`src/rtl/player_move_tx.sv`:
```
// Purpose: drives one player move bus plus a registered strobe with fixed setup/pulse/hold timing.
// Latency: the bus changes at the accept edge; the strobe rises SETUP_CYC edges later; ack arrives SETUP_CYC+PULSE_CYC+HOLD_CYC edges later.
// Backpressure: ready is low for the whole transfer, and req is ignored (no err, no queueing) until ready returns.
module player_move_tx #(
    parameter int SETUP_CYC = 2,
    parameter int PULSE_CYC = 2,
    parameter int HOLD_CYC  = 2,
    parameter int CNT_W     = 4
) (
    input  logic       clk,
    input  logic       reset_n,
    input  logic       req,
    input  logic [2:0] sel,
    input  logic [2:0] move,
    input  logic [2:0] turn,
    input  logic       turn_check_en,
    output logic       ready,
    output logic       ack,
    output logic       err,
    output logic [2:0] player1,
    output logic [2:0] player2,
    output logic [2:0] player3,
    output logic [2:0] player4,
    output logic [2:0] player5,
    output logic [2:0] player6,
    output logic [5:0] player_clk,
    output logic [7:0] tx_count
);

    typedef enum logic [1:0] {
        S_IDLE  = 2'd0,
        S_SETUP = 2'd1,
        S_PULSE = 2'd2,
        S_HOLD  = 2'd3
    } state_t;

    // Each phase counts down from its reload value to zero, so one phase lasts exactly its cycle count.
    localparam logic [CNT_W-1:0] SETUP_LD = CNT_W'(SETUP_CYC - 1);
    localparam logic [CNT_W-1:0] PULSE_LD = CNT_W'(PULSE_CYC - 1);
    localparam logic [CNT_W-1:0] HOLD_LD  = CNT_W'(HOLD_CYC - 1);

    state_t           state_q, state_d;
    logic [CNT_W-1:0] cnt_q, cnt_d;
    logic [2:0]       sel_q, sel_d;
    logic [2:0]       move_q, move_d;
    logic [5:0][2:0]  bus_q, bus_d;
    logic [5:0]       pclk_d;
    logic             ready_d, ack_d, err_d;
    logic [7:0]       tx_d;
    logic             bad_req;

    // A request is rejected when the player index is out of range, or when turn checking is enabled and the index is not the current turn.
    assign bad_req = (sel > 3'd5) || (turn_check_en && (sel != turn));

    // Next-state logic. Every output is computed here and then registered, so the strobe cannot glitch.
    always_comb begin
        state_d = state_q;
        cnt_d   = cnt_q;
        sel_d   = sel_q;
        move_d  = move_q;
        bus_d   = bus_q;
        pclk_d  = player_clk;
        ack_d   = 1'b0;
        err_d   = 1'b0;
        tx_d    = tx_count;
        unique case (state_q)
            S_IDLE: begin
                if (req) begin
                    if (bad_req) begin
                        err_d = 1'b1;
                    end else begin
                        sel_d   = sel;
                        move_d  = move;
                        for (int i = 0; i < 6; i++) begin
                            if (sel == 3'(i)) bus_d[i] = move;
                        end
                        state_d = S_SETUP;
                        cnt_d   = SETUP_LD;
                    end
                end
            end
            S_SETUP: begin
                if (cnt_q == '0) begin
                    state_d = S_PULSE;
                    pclk_d  = 6'b000001 << sel_q;
                    cnt_d   = PULSE_LD;
                end else begin
                    cnt_d = cnt_q - 1'b1;
                end
            end
            S_PULSE: begin
                if (cnt_q == '0) begin
                    state_d = S_HOLD;
                    pclk_d  = 6'b000000;
                    cnt_d   = HOLD_LD;
                end else begin
                    cnt_d = cnt_q - 1'b1;
                end
            end
            S_HOLD: begin
                if (cnt_q == '0) begin
                    state_d = S_IDLE;
                    ack_d   = 1'b1;
                    tx_d    = tx_count + 8'd1;
                end else begin
                    cnt_d = cnt_q - 1'b1;
                end
            end
            default: begin
                state_d = S_IDLE;
                pclk_d  = 6'b000000;
            end
        endcase
        ready_d = (state_d == S_IDLE);
    end

    // State and output registers. Reset clears the strobes and buses immediately, with no ack.
    always_ff @(posedge clk or negedge reset_n) begin
        if (!reset_n) begin
            state_q    <= S_IDLE;
            cnt_q      <= '0;
            sel_q      <= 3'd0;
            move_q     <= 3'd0;
            bus_q      <= '0;
            player_clk <= 6'b000000;
            ready      <= 1'b1;
            ack        <= 1'b0;
            err        <= 1'b0;
            tx_count   <= 8'd0;
        end else begin
            state_q    <= state_d;
            cnt_q      <= cnt_d;
            sel_q      <= sel_d;
            move_q     <= move_d;
            bus_q      <= bus_d;
            player_clk <= pclk_d;
            ready      <= ready_d;
            ack        <= ack_d;
            err        <= err_d;
            tx_count   <= tx_d;
        end
    end

    assign player1 = bus_q[0];
    assign player2 = bus_q[1];
    assign player3 = bus_q[2];
    assign player4 = bus_q[3];
    assign player5 = bus_q[4];
    assign player6 = bus_q[5];

endmodule

```
`config.mk`:
```
export PLATFORM = sky130hd
export DESIGN_NAME = player_move_tx
export DESIGN_NICKNAME = d
export VERILOG_FILES = /design/src/rtl/player_move_tx.sv
export SDC_FILE = /design/constraint.sdc
export NUM_CORES = 1
export LEC_CHECK = 0
export CORE_UTILIZATION = 50
export DETAILED_ROUTE_END_ITERATION = 8
export GPL_TIMING_DRIVEN = 0
export HOLD_SLACK_MARGIN = 0.06
export PLACE_DENSITY = 0.77
export REMOVE_ABC_BUFFERS = 1
export SLEW_MARGIN = 10
export SYNTH_ARGS = -nofsm -noshare
export SYNTH_HDL_FRONTEND = slang
export SYNTH_SLANG_ARGS = --single-unit
```
`constraint.sdc`:
```
create_clock -name clk -period 2.3 [get_ports clk]
set_clock_uncertainty 0.05 [all_clocks]
set_input_delay 0.575 -clock clk [delete_from_list [all_inputs] [get_ports clk]]
set_output_delay 0.575 -clock clk [all_outputs]
set_load 0.02 [all_outputs]
```
* Word-level counts from Yosys, hierarchy flattened
Cells that the tools add are included.
** Word-level totals
- Flip-flop bits (word level) :: 44
- Input bits :: 13
- Output and inout bits :: 35
- Word-level logic and storage cells :: 70
** Operators by class
- $add $sub $neg :: 2
- Order comparisons :: 1
- Equal/unequal tests :: 14
- Shifts and indexed selects :: 1
- Multiplexer cells :: 19
- Bitwise operators :: 1
- Reductions and logical operators :: 18
** Operators with widths (number)
- AND reduction 4 bit :: 6
- two-way mux 4 bit :: 4
- two-way mux 6 bit :: 2
- case mux 4 bit (3 select lines) :: 1
- case mux 6 bit (2 select lines) :: 1
- two-way mux 2 bit :: 5
- != test 2 bit (second input constant) :: 5
- AND reduction 3 bit :: 3
- adder 8 x 1 -> 8 bit (second input constant) :: 1
- case mux 2 bit (4 select lines) :: 1
- equality test 3 x 2 -> 1 bit (second input constant) :: 2
- equality test 3 bit (second input constant) :: 2
- << shifter 1 x 3 -> 6 bit (first input constant) :: 1
- two-way mux 1 bit :: 5
- equality test 2 bit (second input constant) :: 2
- zero test 2 bit :: 2
- zero test 4 bit :: 1
- subtractor 4 x 1 -> 4 bit (second input constant) :: 1
- equality test 3 x 1 -> 1 bit (second input constant) :: 1
- > comparator 3 bit (second input constant) :: 1
- zero test 3 bit :: 1
- != test 3 bit :: 1
- equality test 2 x 1 -> 1 bit (second input constant) :: 1
- AND reduction 2 bit :: 1
- 5 further kinds :: 5

* Logic depth before layout (Yosys ltp)
- Depth after elaboration :: 7
- Mapped depth :: 7
- Depth with buffers taken out :: 6

* Worst setup path after synthesis
OpenSTA, ideal clock, no wires.
- Path kind :: input -> register
- Start point :: input sel[1]
- End point :: register bus_q, in the netlist player5[0]
- Arrival :: 2049 ps
- Setup slack :: 76 ps
- Stages on the path :: 5
- Path buffers :: 1
- Cell sequence :: buf_6 > xor2_2 > o32a_1 > or4_4 > mux2_4
** Between the ends
- Word-level cells in the longest chain between the ends :: 5
- Elaborated cells on any way between the ends :: 7
- Classes of those cells :: 1 x order compare; 2 x eq/ne; 1 x bitwise; 3 x reduce/logical
** RTL lines
- start: declaration :: RTL line 13 : input logic [2:0] sel,
- branches (longest 4 deep; another with > comparator 3 bit)
- AND reduction 4 bit (no line) *
- end signal: assignment :: RTL line 135 : bus_q <= bus_d;
- end: declaration :: RTL line 46 : logic [5:0][2:0] bus_q, bus_d;
Mark *: on every way between the ends.
A chain may end at the register's enable or synchronous reset.

* Final worst setup path
- Start point :: input turn[2]
- End point :: register bus_q, in the netlist player5[1]
** Between the ends
- Word-level cells in the longest chain between the ends :: 5
** RTL lines
- start: declaration :: RTL line 15 : input logic [2:0] turn,
- != test 3 bit :: RTL line 53 : assign bad_req = (sel > 3'd5) || (turn_check_en && (sel != turn));
- logical AND 1 bit :: RTL line 53
- logical OR 1 bit :: RTL line 53
- inverter 1 bit (no line)
- AND reduction 4 bit (no line)
No other way between the ends.

==> run summary <==
R2R setup slack - 0.16 ns
power density over cell area - 1300 nW/um2
effective utilization at floorplan - 52.4%
launching point of the worst reg2reg path - cnt_q[0]
standard-cell rows - 23
total leakage power - 1.24 nW
worst skew pair latency - 0.30 ns
type of the worst setup path - in2reg
M3 GR Usage - 6.16%
Floorplan Core Area - 4030 um2
number of antenna violations at the first check in global routing - 0
number of inserted diodes - 0
sum of negative setup slack - 0 ns
CP endpoint kind - flop
Startpoint Class - primary input
sequential fraction of the synthesis area - 52.2%
layout cells sized above 1 - 18.6%
cell-by-cell listing of the critical path - clkdlybuf4s50_1, nor2b_1, o32a_1, or4_4, mux2_4
mean routed wirelength per cell - 16.4 um
number of library cell types mapped by synthesis - 48
share of synthesized flip-flops with an asynchronous set or reset - 100%
netlist area before placement - 2110 um2
global-route total usage across every layer - 22.2%
Vias per Instance - 5.65
max-slew headroom at the worst pin - 65.1%
fraction of met1 tracks used by global routing - 27.4%
gr busiest metal - met2
data arrival time of the worst path - 2.41 ns
worst hold slack - 0.190 ns
R2R Path End - ready
count of flip-flops with a built-in enable after synthesis - 0
worst reg-to-reg path cell count - 6
Clock Sink Count - 44
final count of negative-setup-slack endpoints - 0
overall power of the completed layout - 3.66 mW
Final min period - 2.26 ns
commonest non-fill, non-tap cell in the layout - dfrtp_1
maximum clock frequency - 442 MHz
actual slew at the worst max-slew pin - 0.524 ns
maximum clock insertion buffer count - 2
count of unresolved DRC violations after routing - 0
commonest cells after routing, fill and taps aside - 43 x dfrtp_1, 42 x clkdlybuf4s50_1, 18 x mux2_2
largest voltage drop on the vdd net - 0.000698 V
TritonRoute pass-1 iters - 4
Yosys reg bits - 44
pin count of the biggest net entering global routing - 25
largest driver fanout on the critical path - 5
non-filler cells, final - 281
RSZ-0062 raised after global routing - no
total CTS buffers - 5
via count of the first global-routing pass - 1552
Post-Synthesis Cells - 178
final weighted congestion in routability-driven placement - 0.803
number of I/O pins - 48
number of cells after detailed placement - 272
average cell area after synthesis - 11.9 um2
synthesis-to-finish area growth - 33.5%
chip height - 67.0 um
required time of the critical path - 2.44 ns
Hold/Removal Path Class - in2async
DR vias - 1588
total global routing overflow - 0
number of buffers inserted by port buffering - 47
number of max-cap violations - 0
post-detailed-route count of antenna-violating nets - 0
commonest register cell after synthesis - dfrtp_1
CP max stage delay - 0.53 ns
Largest delay share family, worst path - simple AND/OR/NAND/NOR gates
routed wire length - 4.62 mm
number of DRC violations after detailed-routing iteration 0 - 57
run status - finished, final reports clean
Final #Nets - 250
Clock Pin Slew Worst Setup and Hold Paths - 0.09 ns
Final Slew Violations - 0
detailed-placement wirelength estimate - 3.40 mm
Crit path buffers/inverters - 1
clock root buffer - clkbuf_8
CTS tree - built
final-report hold violation count - 0
met2 Resource Use GR - 37.4%
slowest CP cell - or4_4
Yosys warning count - 0
deepest level of the CTS H-tree - 2
die area - 4490 um2
period utilisation layout - 98.4%
Chip Width - 67.0 um
first-pass GRT wire length - 7.33 mm
## cells in the mapped netlist (all sizes together), types with 3 or more instances
cell type,n,area share [%]
mux2,21,12
a21oi,5,1.2
nand2,12,2.1
o31ai,4,1.4
nor2b,3,0.89
nor2,9,1.6
clkbuf,3,0.53
or3,3,0.89
xnor2,5,2.1
xor2,4,2.0
dfrtp,43,51
ha,7,4.1
nand4,3,0.89
inv,7,1.2
o21ai,3,0.71
nand3,7,1.7
nor4,4,1.2
## registers in the layout, indices dropped and copies added, names as in the netlist, 2 cells and up
signal,count
player6,3
tx_count,8
player1,3
cnt_q,4
state_q,2
player5,3
player2,3
player4,3
sel_q,3
player3,3
player_clk,6
## where the power goes
part	total, mW	internal, mW	switching [mW]
sequential	1.32	1.08	0.239
clock	0.606	0.327	0.279
combinational	1.74	0.850	0.892
## layout make-up
| cell class | count | area (um2) |
|---|---|---|
| Sequential cell | 44 | 1100 |
| Inverter | 7 | 26.3 |
| Multi-Input combinational cell | 123 | 1010 |
| Fill cell | 296 | 1210 |
| Timing Repair Buffer | 49 | 499 |
| Tap cell | 50 | 62.6 |
| Clock buffer | 5 | 68.8 |
| Clock inverter | 3 | 47.5 |
## through the flow
step                      utilization [%]  worst slack (ns)  area (um2)
final                                69.9            0.0365        2820
after detailed placement             65.6            -0.649        2640
after global routing                 69.9           0.00397        2820
after floorplan                         -             0.199        2090
after global placement               65.1            -0.614        2620
after CTS                            69.5           0.00457        2800
## timing repair
| action | 4_1_cts | 5_1_grt |
|---|---|---|
| gates resized for setup | 9 | 4 |
| hold buffers | 0 | 0 |
| cloned | 0 | 0 |
| setup buffers | 1 | 0 |
| hold endpoints to repair | 0 | 0 |
| pin swaps | 1 | 1 |
| setup endpoints to repair | 17 | 6 |
## layer usage
metal  part of all wire (%)  vias to the layer above  wire [um]
met5                      0                        -          0
met4                   0.74                        0         34
met3                    5.4                        4        249
met2                     51                       41       2370
met1                     42                      789       1960
li1                       -                      754          -
## logic make-up (layout without fill, tap and decap cells)
kind of cell | count (synthesis) | count (layout) | share of synthesized area, %
and+or+nand+nor | 56 | 56 | 14.7
DFF | 44 | 44 | 52.2
AOI/OAI and AO/OA | 30 | 30 | 10.8
muxes | 21 | 21 | 11.7
buffers and inverters | 11 | 64 | 2.31
xor gates and xnor gates | 9 | 9 | 4.09
adders and majority gates | 7 | 7 | 4.15
## how the worst max path moves through the flow
stage | cells past startpoint | end | from
CTS | 5 | player5[1] | turn[0]
detailed placement | 5 | player1[1] | sel[1]
global placement | 5 | player1[0] | sel[1]
floorplan | 4 | player5[0] | sel[1]
global route | 5 | player5[0] | turn[2]
finish | 5 | player5[1] | turn[2]
(Power assumes the default switching activity.)
